==> src/rtl/fp_add_pkg.sv <==
// Shared types and constants for the binary32 adder pipeline.
package fp_add_pkg;

  typedef struct packed {
    logic        sign;
    logic [7:0]  exp;
    logic [22:0] frac;
  } fp32_t;

  typedef enum logic [1:0] {ZERO, NORM, INF, NAN} fp_class_t;

  localparam int          BIAS    = 127;
  localparam int          EXP_MAX = 255;
  localparam logic [31:0] QNAN    = 32'h7FC0_0000;
  // 24-bit significand plus guard, round and sticky
  localparam int          DP_W    = 27;

  // Exponent 0 (zero or denormal) is treated as zero.
  function automatic fp_class_t classify(input fp32_t x);
    if (x.exp == 8'd0) return ZERO;
    if (x.exp == 8'(EXP_MAX)) return (x.frac == 23'd0) ? INF : NAN;
    return NORM;
  endfunction

endpackage

==> src/rtl/fp_add_if.sv <==
// Operand/result bus of the binary32 adder.
interface fp_add_if;
  logic        in_valid;
  logic [31:0] a;
  logic [31:0] b;
  logic        out_valid;
  logic [31:0] sum;

  modport master (output in_valid, a, b, input out_valid, sum);
  modport slave  (input in_valid, a, b, output out_valid, sum);
endinterface

==> src/rtl/fp_lzc.sv <==
// 27-bit leading-zero counter; an all-zero input reports 27.
module fp_lzc
  import fp_add_pkg::*;
(
  input  logic [DP_W-1:0] din,
  output logic [4:0]      cnt
);

  // Scan upward so the highest set bit decides the count
  always_comb begin
    cnt = 5'd27;
    for (int i = 0; i < DP_W; i++) begin
      if (din[i]) cnt = 5'(DP_W - 1 - i);
    end
  end

endmodule

==> src/rtl/fp_add_alu.sv <==
// Three-stage binary32 adder: mask, align, add/normalize/round.
// Round-to-nearest-even with flush-to-zero on inputs and outputs.
module fp_add_alu
  import fp_add_pkg::*;
(
  input  logic   clk,
  input  logic   rst_n,
  fp_add_if.slave bus
);

  localparam logic signed [9:0] EXP_OVF = 10'(EXP_MAX);

  // Right shift that folds every bit pushed past the sticky position into sticky.
  function automatic logic [DP_W-1:0] shift_sticky(input logic [DP_W-1:0] v,
                                                   input logic [7:0]      sh);
    logic [DP_W-1:0] lost_mask;
    logic [DP_W-1:0] r;
    if (sh >= 8'd26) return {{(DP_W-1){1'b0}}, |v};
    lost_mask = (DP_W'(1) << sh) - DP_W'(1);
    r         = v >> sh;
    r[0]      = r[0] | (|(v & lost_mask));
    return r;
  endfunction

  // Ties-to-even rounding on G/R/S, then overflow to infinity / underflow to zero.
  function automatic logic [31:0] round_pack(input logic              sign,
                                             input logic signed [9:0] exp_in,
                                             input logic [DP_W-1:0]   m);
    logic              round_up;
    logic [24:0]       sig_r;
    logic signed [9:0] exp_r;
    round_up = m[2] & (m[1] | m[0] | m[3]);
    sig_r    = {1'b0, m[DP_W-1:3]} + 25'(round_up);
    exp_r    = exp_in;
    if (sig_r[24]) begin
      sig_r = sig_r >> 1;
      exp_r = exp_in + 10'sd1;
    end
    if (exp_r >= EXP_OVF) return {sign, 8'hFF, 23'd0};
    if (exp_r <= 10'sd0)  return {sign, 31'd0};
    return {sign, exp_r[7:0], sig_r[22:0]};
  endfunction

  // ---------------- stage 1: mask ----------------
  fp32_t op_a, op_b;
  assign op_a = bus.a;
  assign op_b = bus.b;

  logic        sign_a_p0, sign_b_p0;
  logic [7:0]  exp_a_p0, exp_b_p0;
  logic [22:0] frac_a_p0, frac_b_p0;
  fp_class_t   cls_a_p0, cls_b_p0;
  logic        vld_p0;

  // Split fields, flush denormal fractions, classify both operands
  always_ff @(posedge clk) begin
    sign_a_p0 <= op_a.sign;
    sign_b_p0 <= op_b.sign;
    exp_a_p0  <= op_a.exp;
    exp_b_p0  <= op_b.exp;
    frac_a_p0 <= (op_a.exp == 8'd0) ? 23'd0 : op_a.frac;
    frac_b_p0 <= (op_b.exp == 8'd0) ? 23'd0 : op_b.frac;
    cls_a_p0  <= classify(op_a);
    cls_b_p0  <= classify(op_b);
  end

  // Stage 1 valid
  always_ff @(posedge clk or negedge rst_n) begin
    if (!rst_n) vld_p0 <= 1'b0;
    else        vld_p0 <= bus.in_valid;
  end

  // ---------------- stage 2: align ----------------
  logic            a_big, s_big;
  logic [7:0]      e_big, e_small, exp_diff;
  logic [22:0]     f_big, f_small;
  logic [DP_W-1:0] big_al, small_al;
  logic            special;
  logic [31:0]     special_val;

  logic            sign_p1, sub_p1, special_p1, vld_p1;
  logic [7:0]      exp_p1;
  logic [DP_W-1:0] big_p1, small_p1;
  logic [31:0]     special_val_p1;

  // Order by magnitude, align the smaller significand, resolve special operands
  always_comb begin
    a_big = {exp_a_p0, frac_a_p0} >= {exp_b_p0, frac_b_p0};
    if (a_big) begin
      s_big = sign_a_p0; e_big = exp_a_p0; f_big = frac_a_p0;
      e_small = exp_b_p0; f_small = frac_b_p0;
    end else begin
      s_big = sign_b_p0; e_big = exp_b_p0; f_big = frac_b_p0;
      e_small = exp_a_p0; f_small = frac_a_p0;
    end
    exp_diff = e_big - e_small;
    big_al   = {(e_big != 8'd0), f_big, 3'b000};
    small_al = shift_sticky({(e_small != 8'd0), f_small, 3'b000}, exp_diff);

    special     = 1'b1;
    special_val = 32'd0;
    if (cls_a_p0 == NAN || cls_b_p0 == NAN ||
        (cls_a_p0 == INF && cls_b_p0 == INF && sign_a_p0 != sign_b_p0))
      special_val = QNAN;
    else if (cls_a_p0 == INF)
      special_val = {sign_a_p0, 8'hFF, 23'd0};
    else if (cls_b_p0 == INF)
      special_val = {sign_b_p0, 8'hFF, 23'd0};
    else if (cls_a_p0 == ZERO && cls_b_p0 == ZERO)
      special_val = {sign_a_p0 & sign_b_p0, 31'd0};
    else
      special = 1'b0;
  end

  // Stage 2 data registers
  always_ff @(posedge clk) begin
    sign_p1        <= s_big;
    sub_p1         <= sign_a_p0 ^ sign_b_p0;
    exp_p1         <= e_big;
    big_p1         <= big_al;
    small_p1       <= small_al;
    special_p1     <= special;
    special_val_p1 <= special_val;
  end

  // Stage 2 valid
  always_ff @(posedge clk or negedge rst_n) begin
    if (!rst_n) vld_p1 <= 1'b0;
    else        vld_p1 <= vld_p0;
  end

  // ---------------- stage 3: ALU + normalize + round ----------------
  logic [DP_W:0]     raw;
  logic [DP_W-1:0]   norm;
  logic [4:0]        lz;
  logic signed [9:0] exp_n;
  logic [31:0]       result;
  logic              vld_p2;
  logic [31:0]       sum_p2;

  fp_lzc u_lzc (
    .din (raw[DP_W-1:0]),
    .cnt (lz)
  );

  // Add or subtract magnitudes, normalize, round and pack
  always_comb begin
    raw = sub_p1 ? ({1'b0, big_p1} - {1'b0, small_p1})
                 : ({1'b0, big_p1} + {1'b0, small_p1});
    if (raw[DP_W]) begin
      norm  = {raw[DP_W:2], raw[1] | raw[0]};
      exp_n = $signed({2'b00, exp_p1}) + 10'sd1;
    end else begin
      norm  = raw[DP_W-1:0] << lz;
      exp_n = $signed({2'b00, exp_p1}) - $signed({5'd0, lz});
    end
    if (special_p1)         result = special_val_p1;
    else if (raw == '0)     result = 32'd0;
    else                    result = round_pack(sign_p1, exp_n, norm);
  end

  // Output register; sum holds between valid results
  always_ff @(posedge clk or negedge rst_n) begin
    if (!rst_n) begin
      vld_p2 <= 1'b0;
      sum_p2 <= 32'd0;
    end else begin
      vld_p2 <= vld_p1;
      if (vld_p1) sum_p2 <= result;
    end
  end

  assign bus.out_valid = vld_p2;
  assign bus.sum       = sum_p2;

endmodule

==> src/flat_wrapper.sv <==
// flat-port wrapper written by rule: the top's interface ports become plain ports
module fp_add_alu_flat import fp_add_pkg::*;
  (clk, rst_n, bus_in_valid, bus_a, bus_b, bus_out_valid, bus_sum);
  fp_add_if bus_i ();
  input  logic clk;
  input  logic rst_n;
  input wire logic [$bits(bus_i.in_valid)-1:0] bus_in_valid;
  input wire logic [$bits(bus_i.a)-1:0] bus_a;
  input wire logic [$bits(bus_i.b)-1:0] bus_b;
  output wire logic [$bits(bus_i.out_valid)-1:0] bus_out_valid;
  output wire logic [$bits(bus_i.sum)-1:0] bus_sum;
  assign bus_i.in_valid = bus_in_valid;
  assign bus_i.a = bus_a;
  assign bus_i.b = bus_b;
  assign bus_out_valid = bus_i.out_valid;
  assign bus_sum = bus_i.sum;
  fp_add_alu u_core (.clk(clk), .rst_n(rst_n), .bus(bus_i));
endmodule
==> config.mk <==
export PLATFORM = sky130hd
export DESIGN_NAME = fp_add_alu_flat
export DESIGN_NICKNAME = d
export VERILOG_FILES = /design/src/rtl/fp_add_pkg.sv /design/src/rtl/fp_add_if.sv /design/src/rtl/fp_lzc.sv /design/src/rtl/fp_add_alu.sv /design/src/flat_wrapper.sv
export SDC_FILE = /design/constraint.sdc
export NUM_CORES = 1
export LEC_CHECK = 0
export ABC_AREA = 1
export CAP_MARGIN = 40
export CORE_MARGIN = 8
export CORE_UTILIZATION = 55
export DETAILED_ROUTE_END_ITERATION = 7
export PLACE_DENSITY = 0.89
export SYNTH_ARGS = -nofsm -noshare
export SYNTH_HDL_FRONTEND = slang
export SYNTH_SLANG_ARGS = --single-unit
==> constraint.sdc <==
create_clock -name clk -period 6.02 [get_ports clk]
set_clock_uncertainty 0.2 [all_clocks]
set_input_delay 1.806 -clock clk [delete_from_list [all_inputs] [get_ports clk]]
set_output_delay 1.806 -clock clk [all_outputs]
set_load 0.05 [all_outputs]
**Yosys cells after proc, flatten, opt, wreduce, memory -nomap -nowiden**

Cells that the tools add are included.
W data, S select, Z words.

- Register bits after elaboration: 197
- Output and inout port bits: 33

- Reductions and logical operators: 17
- Muxes and demuxes: 75
- Equal/unequal tests: 7
- Add/subtract/negate cells: 8
- Shift operators: 3
- Order comparisons: 4
- Bitwise gates (word level): 8

Operators with widths:

| kind | count |
|---|---|
| $mux W32 | 9 |
| $mux W5 | 26 |
| $mux W27 | 3 |
| $mux W23 | 3 |
| $logic_not A23 Y1 | 2 |
| $mux W10 | 4 |
| $ge A31 B31 Y1 | 1 |
| $add A27 B27 Y28 | 1 |
| $logic_not A28 Y1 | 1 |
| $mux W28 | 1 |
| $sub A27 B27 Y28 | 1 |
| $and A27 B27 Y27 | 1 |
| $reduce_or A27 Y1 | 1 |
| $shl A1 B8 Y27 const A | 1 |
| $shl A27 B5 Y27 | 1 |
| $shr A27 B8 Y27 | 1 |
| $sub A27 B2 Y27 const B | 1 |
| $add A24 B1 Y25 | 1 |
| $reduce_or A24 Y1 | 1 |
| $mux W1 | 19 |
| $eq A8 B8 Y1 const B | 2 |
| $logic_not A8 Y1 | 2 |
| $mux W2 | 8 |
| $mux W8 | 2 |
| 17 further kinds | 29 |

**Longest topological paths before layout**

Gate-level depths: netlist of the first run.

- Depth after elaboration: 49
- Gate-level depth with buffers: 58
- Gate-level depth less buffers: 55

**Modules after synthesis**

A second synthesis of the first run with hierarchy kept.

- Cell total of the unflattened synthesis: 2819
- Area total of the unflattened synthesis: 16249.3 um2

By module, submodules not included:

| module | times used | sequential area each (um2) | cells each | area an instance (um2) |
|---|---|---|---|---|
| fp_add_alu | 1 | 3538.4 | 2739 | 15896.5 |
| fp_lzc | 1 | 0.0 | 80 | 352.8 |

**Worst setup path before layout of the first run**

Ideal clock, no wire load.

- Path kind: register -> register
- Start: register u_core.small_p1[3]
- End: register u_core.sum_p2[2], in the netlist u_core.bus.sum[2]
- Slack: -6 ps
- Period minus slack after synthesis: 6026 ps
- Stages on the path, launching flop included: 48
- Library setup time: 118 ps
- Data required time: 5702 ps
- Path buffers: 2
- Arrival time: 5708 ps
- Cell sequence: dfxtp_1 -> ha_1 -> inv_1 -> fa_1 -> or2_1 -> o21ai_1 -> nand3_1 -> nand2_1 -> nand2_1 -> nand2_1 -> nand2_1 -> nand2_1 -> nand2_1 -> nand2_1 -> nand2_1 -> nand2_1 -> nand2_1 -> nand2_1 -> [12 not listed] -> nor2_1 -> o21ai_0 -> inv_1 -> nor3_1 -> nor2_1 -> xor2_1 -> or2_2 -> nor3b_1 -> nand3_1 -> o21ai_2 -> inv_1 -> nor2_1 -> nand3_2 -> nand2_4 -> nor2_4 -> buf_6 -> nand3_1 -> nand2_1

- Cells in the longest elaborated chain, start to end: 44
- Elaborated cells on any way between the ends: 55

Ends and longest elaborated chain:

| item | RTL line | source |
|---|---|---|
| start, declared | fp_add_alu.sv:83 | `logic [DP_W-1:0] big_p1, small_p1;` |
| start signal, assigned | fp_add_alu.sv:121 | `small_p1 <= small_al;` |
| $add A27 B27 Y28 / $sub A27 B27 Y28 (equally long branches) | fp_add_alu.sv:149, fp_add_alu.sv:148 |  |
| $mux W28 (*) | fp_add_alu.sv:148 | `raw = sub_p1 ? ({1'b0, big_p1} - {1'b0, small_p1})` |
| $mux W5 (24 in a row) | fp_lzc.sv:13 | `if (din[i]) cnt = 5'(DP_W - 1 - i);` |
| $shl A27 B5 Y27 | fp_add_alu.sv:154 | `norm = raw[DP_W-1:0] << lz;` |
| $mux W27 | fp_add_alu.sv:150 | `if (raw[DP_W]) begin` |
| $or A1 B1 Y1 (2 in a row) | fp_add_alu.sv:32 | `round_up = m[2] & (m[1] \| m[0] \| m[3]);` |
| $and A1 B1 Y1 | fp_add_alu.sv:32 |  |
| $add A24 B1 Y25 | fp_add_alu.sv:33 | `sig_r = {1'b0, m[DP_W-1:3]} + 25'(round_up);` |
| [3 not listed] | n/a |  |
| $le A10 B1 Y1 | fp_add_alu.sv:40 | `if (exp_r <= 10'sd0) return {sign, 31'd0};` |
| $mux W1 (2 in a row) | fp_add_alu.sv:40 |  |
| $mux W1 | fp_add_alu.sv:158 | `else if (raw == '0) result = 32'd0;` |
| $mux W1 | fp_add_alu.sv:157 | `if (special_p1) result = special_val_p1;` |
| $mux W32 | fp_add_alu.sv:41 | `return {sign, exp_r[7:0], sig_r[22:0]};` |
| $mux W32 | fp_add_alu.sv:40 |  |
| $mux W32 (*) | fp_add_alu.sv:158 |  |
| $mux W32 (*) | fp_add_alu.sv:157 |  |
| end signal, assigned | fp_add_alu.sv:169 | `if (vld_p1) sum_p2 <= result;` |
| end, declared | fp_add_alu.sv:139 | `logic [31:0] sum_p2;` |

Mark *: on every way between the ends. The rest lies on a longest branch, timed or not. The select of a mux whose other input is x is not followed.
A chain may end at the register's enable or synchronous reset.

**Final worst setup path of the first run**

- Start: register u_core.big_p1[3]
- End: register u_core.sum_p2[17], in the netlist u_core.bus.sum[17]

- Cells in the longest elaborated chain, start to end: 44
- Elaborated cells on any way between the ends: 55

Ends and longest elaborated chain:

| item | RTL line | source |
|---|---|---|
| start, declared | fp_add_alu.sv:83 |  |
| start signal, assigned | fp_add_alu.sv:120 | `big_p1 <= big_al;` |
| $add A27 B27 Y28 / $sub A27 B27 Y28 (equally long branches) | fp_add_alu.sv:149, fp_add_alu.sv:148 |  |
| $mux W28 (*) | fp_add_alu.sv:148 |  |
| $mux W5 (24 in a row) | fp_lzc.sv:13 |  |
| $shl A27 B5 Y27 | fp_add_alu.sv:154 |  |
| $mux W27 | fp_add_alu.sv:150 |  |
| $or A1 B1 Y1 (2 in a row) | fp_add_alu.sv:32 |  |
| $and A1 B1 Y1 | fp_add_alu.sv:32 |  |
| $add A24 B1 Y25 | fp_add_alu.sv:33 |  |
| [3 not listed] | n/a |  |
| $le A10 B1 Y1 | fp_add_alu.sv:40 |  |
| $mux W1 (2 in a row) | fp_add_alu.sv:40 |  |
| $mux W1 | fp_add_alu.sv:158 |  |
| $mux W1 | fp_add_alu.sv:157 |  |
| $mux W32 | fp_add_alu.sv:41 |  |
| $mux W32 | fp_add_alu.sv:40 |  |
| $mux W32 (*) | fp_add_alu.sv:158 |  |
| $mux W32 (*) | fp_add_alu.sv:157 |  |

Marked as above.

==> results of run 1 <==
[stage by stage]
stage          worst slack, ns  instance area, sq um  TNS [ns]  power [W]  hold slack (ns)
6_report                -0.172                 19000     -3.72    0.00698            0.178
5_1_grt                 -0.602                 19000    -17.12    0.00740            0.187
4_1_cts                0.00622                 18500         0    0.00671            0.178
3_5_place_dp            -0.375                 17600     -9.02    0.00548            0.150
3_3_place_gp            -0.158                 17600     -3.50    0.00542            0.135
2_1_floorplan           0.0200                 14800         0    0.00388            0.131
[kinds of logic (layout without fill, tap and decap cells)]
family	count (synthesis)	after routing	synth area share [%]
multiplexers	8	8	0.542
AND/OR/NAND/NOR	1361	1364	40.3
AO/OA/AOI/OAI	346	346	13.4
buffers and inverters	383	694	10.7
XOR/XNOR	53	53	3.25
adder cells (fa/ha/maj)	92	92	7.90
flip-flops	168	168	24.0
[worst paths after layout]
path	cells past startpoint	startpoint	end
worst max register to register	48	u_core.big_p1[3]	u_core.bus.sum[17]
worst min register to register	0	u_core.vld_p0	u_core.vld_p1
min in group asynchronous	2	rst_n	u_core.bus.sum[12]
worst max-delay path	48	u_core.big_p1[3]	u_core.bus.sum[17]
max in group asynchronous	2	rst_n	u_core.bus.sum[26]
worst min-delay path	0	u_core.vld_p0	u_core.vld_p1
[flip-flops by register name, summed over array words and instances (netlist names)]
signal                 flops
u_core.bus.out_valid       1
u_core.vld_p0              1
u_core.small_p1           27
u_core.sub_p1              1
u_core.sign_p1             1
u_core.sign_a_p0           1
u_core.vld_p1              1
u_core.bus.sum            32
u_core.cls_b_p0            2
u_core.exp_b_p0            8
u_core.sign_b_p0           1
u_core.exp_p1              8
u_core.frac_b_p0          23
u_core.exp_a_p0            8
u_core.special_val_p1      3
u_core.big_p1             24
u_core.frac_a_p0          23
u_core.cls_a_p0            2
u_core.special_p1          1
[routing by layer]
| metal | up-vias | track usage (%) | wire length [um] | share of wire (%) |
|---|---|---|---|---|
| li1 | 8497 | - | - | - |
| met1 | 8068 | 43.4 | 23800 | 43 |
| met2 | 998 | 52.3 | 24700 | 44 |
| met3 | 160 | 5.48 | 4930 | 8.8 |
| met4 | 0 | 13.1 | 2400 | 4.3 |
| met5 | - | 0 | 0 | 0 |
[placed cells by master (no fill, tap or decap), types with 49 or more instances in the layout]
master and count:
a21oi_1 92, ha_1 82, dfxtp_1 127, buf_4 254, clkdlybuf4s50_1 99, o21ai_0 132, nand3_1 257, nor2_1 182
nand2_1 699, nand2_2 49, inv_1 262, nand4_1 49
[final cells by class]
type	instances	area share, %
timing repair buffer	367	16.4
clock inverter	15	0.993
multi-input combinational	1863	53.7
inverter	295	5.85
clock buffer	17	2.24
tap	341	2.24
sequential	168	18.6
[where the power goes]
group | leakage [nW] | switching (W) | internal, W | total (W)
Combinational | 7.86 | 0.00275 | 0.00167 | 0.00442
Clock | 0.298 | 0.000580 | 0.000572 | 0.00115
Sequential | 1.54 | 0.000125 | 0.00128 | 0.00141
[timing repair]
item | in CTS | in global routing
hold buffers | 0 | 0
gates cloned | 2 | 2
pin swaps | 19 | 58
endpoints found under the setup margin | 42 | 57
setup buffers | 3 | 14
gates resized for setup | 47 | 125
==> summary.md, run 1 <==
| Metric | Value |
|---|---|
| Status | `finished, violations left` |
| Failing checks | `setup timing` |
| Die X | `approximately 180 um` |
| Worst EP required | `around 6 ns` |
| Top FF cell, synth | `dfxtp_1` |
| CTS Buf Count | `17` |
| Count leader, synth | `nand2_1` |
| GPL Wtd Cong | `1.02` |
| Die area | `32300 sq um` |
| Max Cap Violations | `0` |
| Largest net degree at the start of global routing | `69` |
| Area delta synth->final | `28.8%` |
| Final Max Slew Viols | `0` |
| Syn Area/Cell | `just over 6 sq um` |
| Grt ovf | `0` |
| Final hold viol count | `0` |
| Final setup vio count | `29` |
| Post-DRT Antenna Nets | `0` |
| Final min period | `6.19 ns` |
| Worst-path fanout max | `6` |
| Clock Latency Late Sink | `0.45 ns` |
| Post-synthesis cell area | `approximately 15000 sq um` |
| CTS root buffer | `clkbuf_16` |
| Power per cell area | `367 nW/um^2` |
| # rows | `60` |
| Synth top cells by count | `nand2_1 (725), inv_1 (271), nand3_1 (263), nor2_1 (203), o21ai_0 (147)` |
| Leakage power | `between 9 and 10 nW` |
| Fin crit share | `103%` |
| Final core utilization | `71.4%` |
| Slew margin rel. | `37.7%` |
| EDFF count, synth | `0` |
| DP HPWL | `approximately 43000 um` |
| Synth area leaders | `nand2_1 (18%), dfxtp_1 (18%), nand3_1 (8.9%)` |
| CP Class | `reg2reg` |
| Hold WC Path Type | `reg2reg` |
| DRC | `0` |
| Clock-pin slew on the worst setup and hold paths | `around 0.090 ns` |
| CP max-delay cell | `fa_2` |
| #FFs+latches synth | `approximately 170` |
| H-tree Lvls | `4` |
| Setup crit start kind | `register` |
| CTS tree | `done` |
| CTS max path bufs | `2` |
| 1st-iter DRT viols | `around 2400` |
| Seq. cell area | `3550 sq um` |
| Starting density of the core | `between 50 and 60%` |
| Top-area cell type share of the netlist area | `18.4%` |
| Post-synth net total | `2570` |
| Distinct cells, synth | `64` |
| Worst Path Buf+Inv | `5` |
| Crit-path leading delay family | `simple AND/OR/NAND/NOR gates` |
| Async SR Flop Fraction | `20.8%` |
| Overall Global Routing Usage | `~33%` |
| Non-filler cells, final | `3066` |
| DR vias/cell | `5.78` |
| Post-synthesis sequential area ratio | `24.0%` |
| WL per Instance | `~18 um` |
| Critical path arrival | `around 6.3 ns` |
| Crit end category | `register` |
| Number of global-route vias before repair | `16800` |
| Setup ws final | `-0.172 ns` |
| CP dominant cell by count | `nand2_1` |
| Initial antenna violation count | `1` |
| IO Port Bufs | `99` |
| RSZ-0062 raised after global routing | `yes` |
| DRT Wirelength | `55900 um` |
| YS warnings | `0` |
| Via count | `17700` |
| Cells after Synth | `2411` |
| Tightest Pin Transition | `around 0.93 ns` |
| # nets final | `2871` |
| Delay of the slowest cell on the worst path | `between 0.3 and 0.4 ns` |
| Multi-input logic area | `10200 sq um` |
| # fillers | `2251` |
| Top Ports | `100` |
| F_max | `161 MHz` |
| Core box area | `approximately 27000 sq um` |
| Maximum vdd drop | `approximately 0.00019 V` |
| TritonCTS Sinks | `168` |
| Inserted Diodes | `0` |
| Drt pass-1 iters | `6` |
| Cell taking the most area after synthesis | `nand2_1` |
| Layout cells sized above 1 | `18.8%` |
| First-pass GRT wire length | `86900 um` |
| R2R Setup Slk | `-0.17 ns` |
| Inst Count DP | `3013` |
| Die H | `180 um` |
No activity file was read; power rests on OpenSTA's default activity.
==> run 2, diff against run 1 <==
--- a/config.mk
+++ b/config.mk
@@ -6,11 +6,12 @@
 export NUM_CORES = 1
 export LEC_CHECK = 0
 export ABC_AREA = 1
-export CAP_MARGIN = 40
+export CAP_MARGIN = 25
 export CORE_MARGIN = 8
 export CORE_UTILIZATION = 55
 export DETAILED_ROUTE_END_ITERATION = 7
 export PLACE_DENSITY = 0.89
+export SLEW_MARGIN = 20
 export SYNTH_ARGS = -nofsm -noshare
 export SYNTH_HDL_FRONTEND = slang
 export SYNTH_SLANG_ARGS = --single-unit
==> results of run 2 <==
Final layout, timing and power as in run 1 (identical DEF).
==> run 3, diff against run 2 <==
--- a/config.mk
+++ b/config.mk
@@ -9,6 +9,7 @@
 export CAP_MARGIN = 25
 export CORE_MARGIN = 8
 export CORE_UTILIZATION = 55
+export CTS_CLUSTER_DIAMETER = 60
 export DETAILED_ROUTE_END_ITERATION = 7
 export PLACE_DENSITY = 0.89
 export SLEW_MARGIN = 20
==> results of run 3 <==
Final layout, timing and power as in run 1 (identical DEF).
==> variant 1: new RTL, settings of run 1 <==
Re-encode `fp_class_t` (4 values) as Gray code, 2 bits wide.
--- a/src/rtl/fp_add_pkg.sv
+++ b/src/rtl/fp_add_pkg.sv
@@ -7,7 +7,7 @@
     logic [22:0] frac;
   } fp32_t;
 
-  typedef enum logic [1:0] {ZERO, NORM, INF, NAN} fp_class_t;
+  typedef enum logic [1:0] {ZERO = 2'b00, NORM = 2'b01, INF = 2'b11, NAN = 2'b10} fp_class_t;
 
   localparam int          BIAS    = 127;
   localparam int          EXP_MAX = 255;
Check against the original RTL: same outputs for any inputs over 4 cycles, from zero or initial values and one cycle with rst_n low; so few cycles prove little.
==> variant 1 against run 1 <==
- the run still ends with negative setup slack left
- cell area down 3.8%
- area after synthesis grew 0.53%
- sequential cell count unchanged
- synthesized cell count rose by 0.17%
- first-iteration DRC count is 18% lower
- combinational power is 3% lower
- setup slack better by 0.016 ns
- power down 1.5%
- wire length down 5.9%
- highest routed layer is now met5
==> variant 1: results (changes against run 1) <==
run_status: "finished, violations left"
violations: "negative setup slack"
setup.worst_path.end: "u_core.bus.sum[0]$_DFFE_PN0P_"
nonClockInverterCount: 316  # +7.1%
reported_leakage_power_nw: 9.33  # -3.9%
crit_path_start: "u_core.big_p1[3]$_DFF_P_"
vias_in_the_first_global_route: 16122  # -3.8%
nFillCells: 2332  # +3.6%
placement.cell_area_um2: 17200  # -2.5%
grt_max_degree: 93  # +35%
post-place-ws_ns: -0.111  # +0.264 ns
dpl.cell_count: 2954  # -2.0%
post-route-util_pct: 68.4  # -2.9 points
gp_routability_congestion: 0.996  # -2.3%
worst_path_max_delay_cell: "sky130_fd_sc_hd__or4_1"
fraction_of_standard_cell_area_that_is_sequential_pct: 19.4  # +0.72 points
nMultiInputCombCells: 1841  # -1.2%
drt-total-wl_um: 52500  # -5.9%
synth_top_cells_by_count: "sky130_fd_sc_hd__nand2_1 (707), sky130_fd_sc_hd__inv_1 (289), sky130_fd_sc_hd__nand3_1 (253), sky130_fd_sc_hd__nor2_1 (229), sky130_fd_sc_hd__o21ai_0 (140)"
vias: 17174  # -3.1%
signal_buffer_area_fraction_pct: 14.0  # -2.4 points
synth_seq_area_share_pct: 23.8  # -0.13 points
groute.usage.overall_pct: 30.9  # -1.9 points
ys_warn_count: 0  # unchanged
p_switching_mw: 3.43  # -0.79%
p_seq_share_pct: 20.4  # +0.2 points
grt_antenna_before_repair: 3  # +2
ctsResizeCount: 10  # -79%
synth_area_per_cell_um2: 6.15  # +0.37%
global_route_wire_length_before_repair_um: 82700  # -4.9%
multi_input_gate_share_of_total_cell_area_pct: 54.4  # +0.77 points
critPathArrivalTime_ns: 6.35  # about the same
setup_viol_count_final: 31  # +6.9%
worst_margin_pin_slew_ns: 0.920  # -0.00514 ns
crit_path_max_fanout: 11  # +5
viasPerCell: 5.73  # -0.83%
powerComb_mw: 4.30  # -3%
layout_cells_sized_above_1_pct: 15.6  # -3.2 points
switching_share_pct: 49.9  # +0.38 points
cpPeakStageDelay_ns: 0.40  # +0.02 ns
nets: 2801  # -2.4%
setup_tns_ns: -3.65  # +0.0711 ns
hold_path_end: "u_core.vld_p1$_DFF_PN0_"
syn_nets: 2574  # +0.16%
largest_reg_flops: 32  # unchanged
drt_first_iter_violations: 1930  # -18%
netlist_top_cells_area: "sky130_fd_sc_hd__dfxtp_1 (18%), sky130_fd_sc_hd__nand2_1 (18%), sky130_fd_sc_hd__nand3_1 (8.5%)"
layout.non_clock_buffers: 298  # -19%
final_hpwl_from_detailed_placement_um: 41600  # -3.3%
timing.hold.worst_path_depth: 0  # unchanged
area_share_clock_buf_inv_pct: 3.38  # +0.15 points
synth.distinct_cells: 71  # +11%
post-route-worst-setup-slack_ns: -0.156  # +0.0158 ns
## variant 1: per-layer routing
layer | routed length (um) | part of all wire (%) | GRT usage (%) | up-vias
met5 | 12 | 0.023 | 0 | -
met4 | 1990 | 3.8 | 11.9 | 2
met3 | 4900 | 9.3 | 6.29 | 174
met2 | 23000 | 44 | 49.1 | 904
met1 | 22700 | 43 | 40.6 | 7780
li1 | - | - | - | 8314
## variant 1: critical path: cells and delay by family, from the launching register on
kind	cells	cell delay, ns
buf+inv	7	0.58
simple gates	14	2.14
xor+xnor	3	0.54
flops	1	0.36
fa+ha+maj	3	0.82
compound gates	10	1.47
## variant 1: logic make-up (layout without fill, tap and decap cells)
kind of cell	after synthesis	after routing	share of synthesized area, %
AND/OR/NAND/NOR	1341	1343	39.6
buffers and inverters	408	646	11.7
AO/OA/AOI/OAI	355	355	13.8
flip-flops	168	168	23.8
adder cells (fa/ha/maj)	92	92	7.86
XOR/XNOR	48	48	3.01
multiplexers	3	3	0.211
==> variant 2: new RTL, flow settings as in run 1 <==
Without the edit above. `EXP_MAX`: 255 -> 128.
--- a/src/rtl/fp_add_pkg.sv
+++ b/src/rtl/fp_add_pkg.sv
@@ -10,7 +10,7 @@
   typedef enum logic [1:0] {ZERO, NORM, INF, NAN} fp_class_t;
 
   localparam int          BIAS    = 127;
-  localparam int          EXP_MAX = 255;
+  localparam int          EXP_MAX = 128;
   localparam logic [31:0] QNAN    = 32'h7FC0_0000;
   // 24-bit significand plus guard, round and sticky
   localparam int          DP_W    = 27;
Function: changed (Yosys sat finds a counterexample within 4 cycles, from zero or initial values and one cycle with rst_n low).
==> variant 2 against run 1 <==
- wire length shrank 4.3%
- setup slack gained 0.19 ns
- count of clock-buffer cells in the layout is the same
- cell area shrank 2.6%
- area after synthesis grew 1.4%
- highest routed layer unchanged
- power grew 5.5%
- sequential cell count is the same
- worst hold slack lost 0.012 ns
- fmax grew 3.1%
- clock power shrank 4%
==> variant 2: results (changes against run 1) <==
peakVddDrop_v: 0.000205  # +8.8%
worst_path_max_delay_cell: "sky130_fd_sc_hd__dfxtp_1"
synth_top_cells_by_count: "sky130_fd_sc_hd__nand2_1 (683), sky130_fd_sc_hd__inv_1 (294), sky130_fd_sc_hd__nand3_1 (251), sky130_fd_sc_hd__nor2_1 (219), sky130_fd_sc_hd__o21ai_0 (142)"
ff2ff_setup_slack_ns: 0.01  # +0.19 ns
critPathArrivalTime_ns: 6.18  # -0.16 ns
worst_margin_pin_slew_ns: 0.846  # -0.0787 ns
grt_use_met2_pct: 49.2  # -3.1 points
netlist_top_cells_area: "sky130_fd_sc_hd__dfxtp_1 (18%), sky130_fd_sc_hd__nand2_1 (17%), sky130_fd_sc_hd__nand3_1 (8.4%)"
post-place-ws_ns: -0.0755  # +0.300 ns
synth_compound_gate_area_share_pct: 14.9  # +1.5 points
nFillCells: 2312  # +2.7%
grt_max_degree: 93  # +35%
synth-adder-area-share_pct: 7.79  # -0.11 points
viasPerCell: 5.83  # +0.77%
synth_seq_area_share_pct: 23.6  # -0.33 points
crit_path_max_fanout: 8  # +2
wl_met2_um: 23900  # -3.1%
run_status: "completed"
switching_share_pct: 51.6  # +2.1 points
vias_in_the_first_global_route: 16084  # -4.0%
cpPeakStageDelay_ns: 0.45  # +0.07 ns
r2r-start: "u_core.big_p1[4]$_DFF_P_"
gp_routability_congestion: 1.03  # +0.69%
drt-total-wl_um: 53500  # -4.3%
met3RoutedLength_um: 4940  # +0.28%
synth_xor_area_share_pct: 3.08  # -0.16 points
number_of_cell_instances_on_the_worst_register_to_register_path: 35  # -27%
global_route.usage.met1_pct: 40.8  # -2.7 points
portion_of_netlist_area_occupied_by_mux_cells_pct: 0.134  # -0.41 points
global_route_wire_length_before_repair_um: 82900  # -4.6%
crit_path_start: "u_core.big_p1[4]$_DFF_P_"
syn_nets: 2597  # +1.1%
synth.distinct_cells: 69  # +7.8%
groute.usage.overall_pct: 30.7  # -2.0 points
reported_leakage_power_nw: 9.28  # -4.3%
variant 2: final cells by class:
| cell class | instances | share of cell area (%) |
|---|---|---|
| clock buffer | 17 | 2.30 |
| clock inverter | 15 | 0.851 |
| multi-input combinational | 1845 | 55.1 |
| inverter | 331 | 6.72 |
| sequential | 168 | 19.2 |
| tap | 341 | 2.30 |
| timing repair buffer | 284 | 13.6 |
variant 2: worst max-delay path: cells and delay by family, from the launching register on:
family | cells | cell delay (ns)
AOI/OAI and AO/OA | 6 | 1.01
xor gates and xnor gates | 3 | 0.61
adders and majority gates | 2 | 0.67
buffers and inverters | 5 | 0.54
DFF | 1 | 0.45
and+or+nand+nor | 19 | 2.44
variant 2: timing repair:
| item | CTS | global route |
|---|---|---|
| setup endpoints to repair | 22 | 46 |
| buffers inserted | 3 | 23 |
| pin swaps | 2 | 52 |
| resized for setup | 4 | 142 |
| gates cloned | 0 | 3 |
variant 2: power by group through the flow:
stage | Sequential, mW | Clock [mW] | Combinational [mW]
finish | 1.42 | 1.10 | 4.85
CTS | 1.40 | 1.11 | 4.36
floorplan | 1.66 | 0 | 2.66
global placement | 1.42 | 0 | 4.29
detailed placement | 1.43 | 0 | 4.32
global route | 1.43 | 1.15 | 5.25
variant 2: metrics by stage:
step / hold WS [ns] / util [%] / instances / area, um2
2_1_floorplan: 0.131 / - / 2438 / 15000
3_3_place_gp: 0.146 / 63.4 / 2939 / 17000
3_5_place_dp: 0.143 / 63.5 / 2940 / 17100
4_1_cts: 0.172 / 65.8 / 2975 / 17700
5_1_grt: 0.177 / 68.9 / 3001 / 18500
6_report: 0.166 / 68.9 / 3001 / 18500
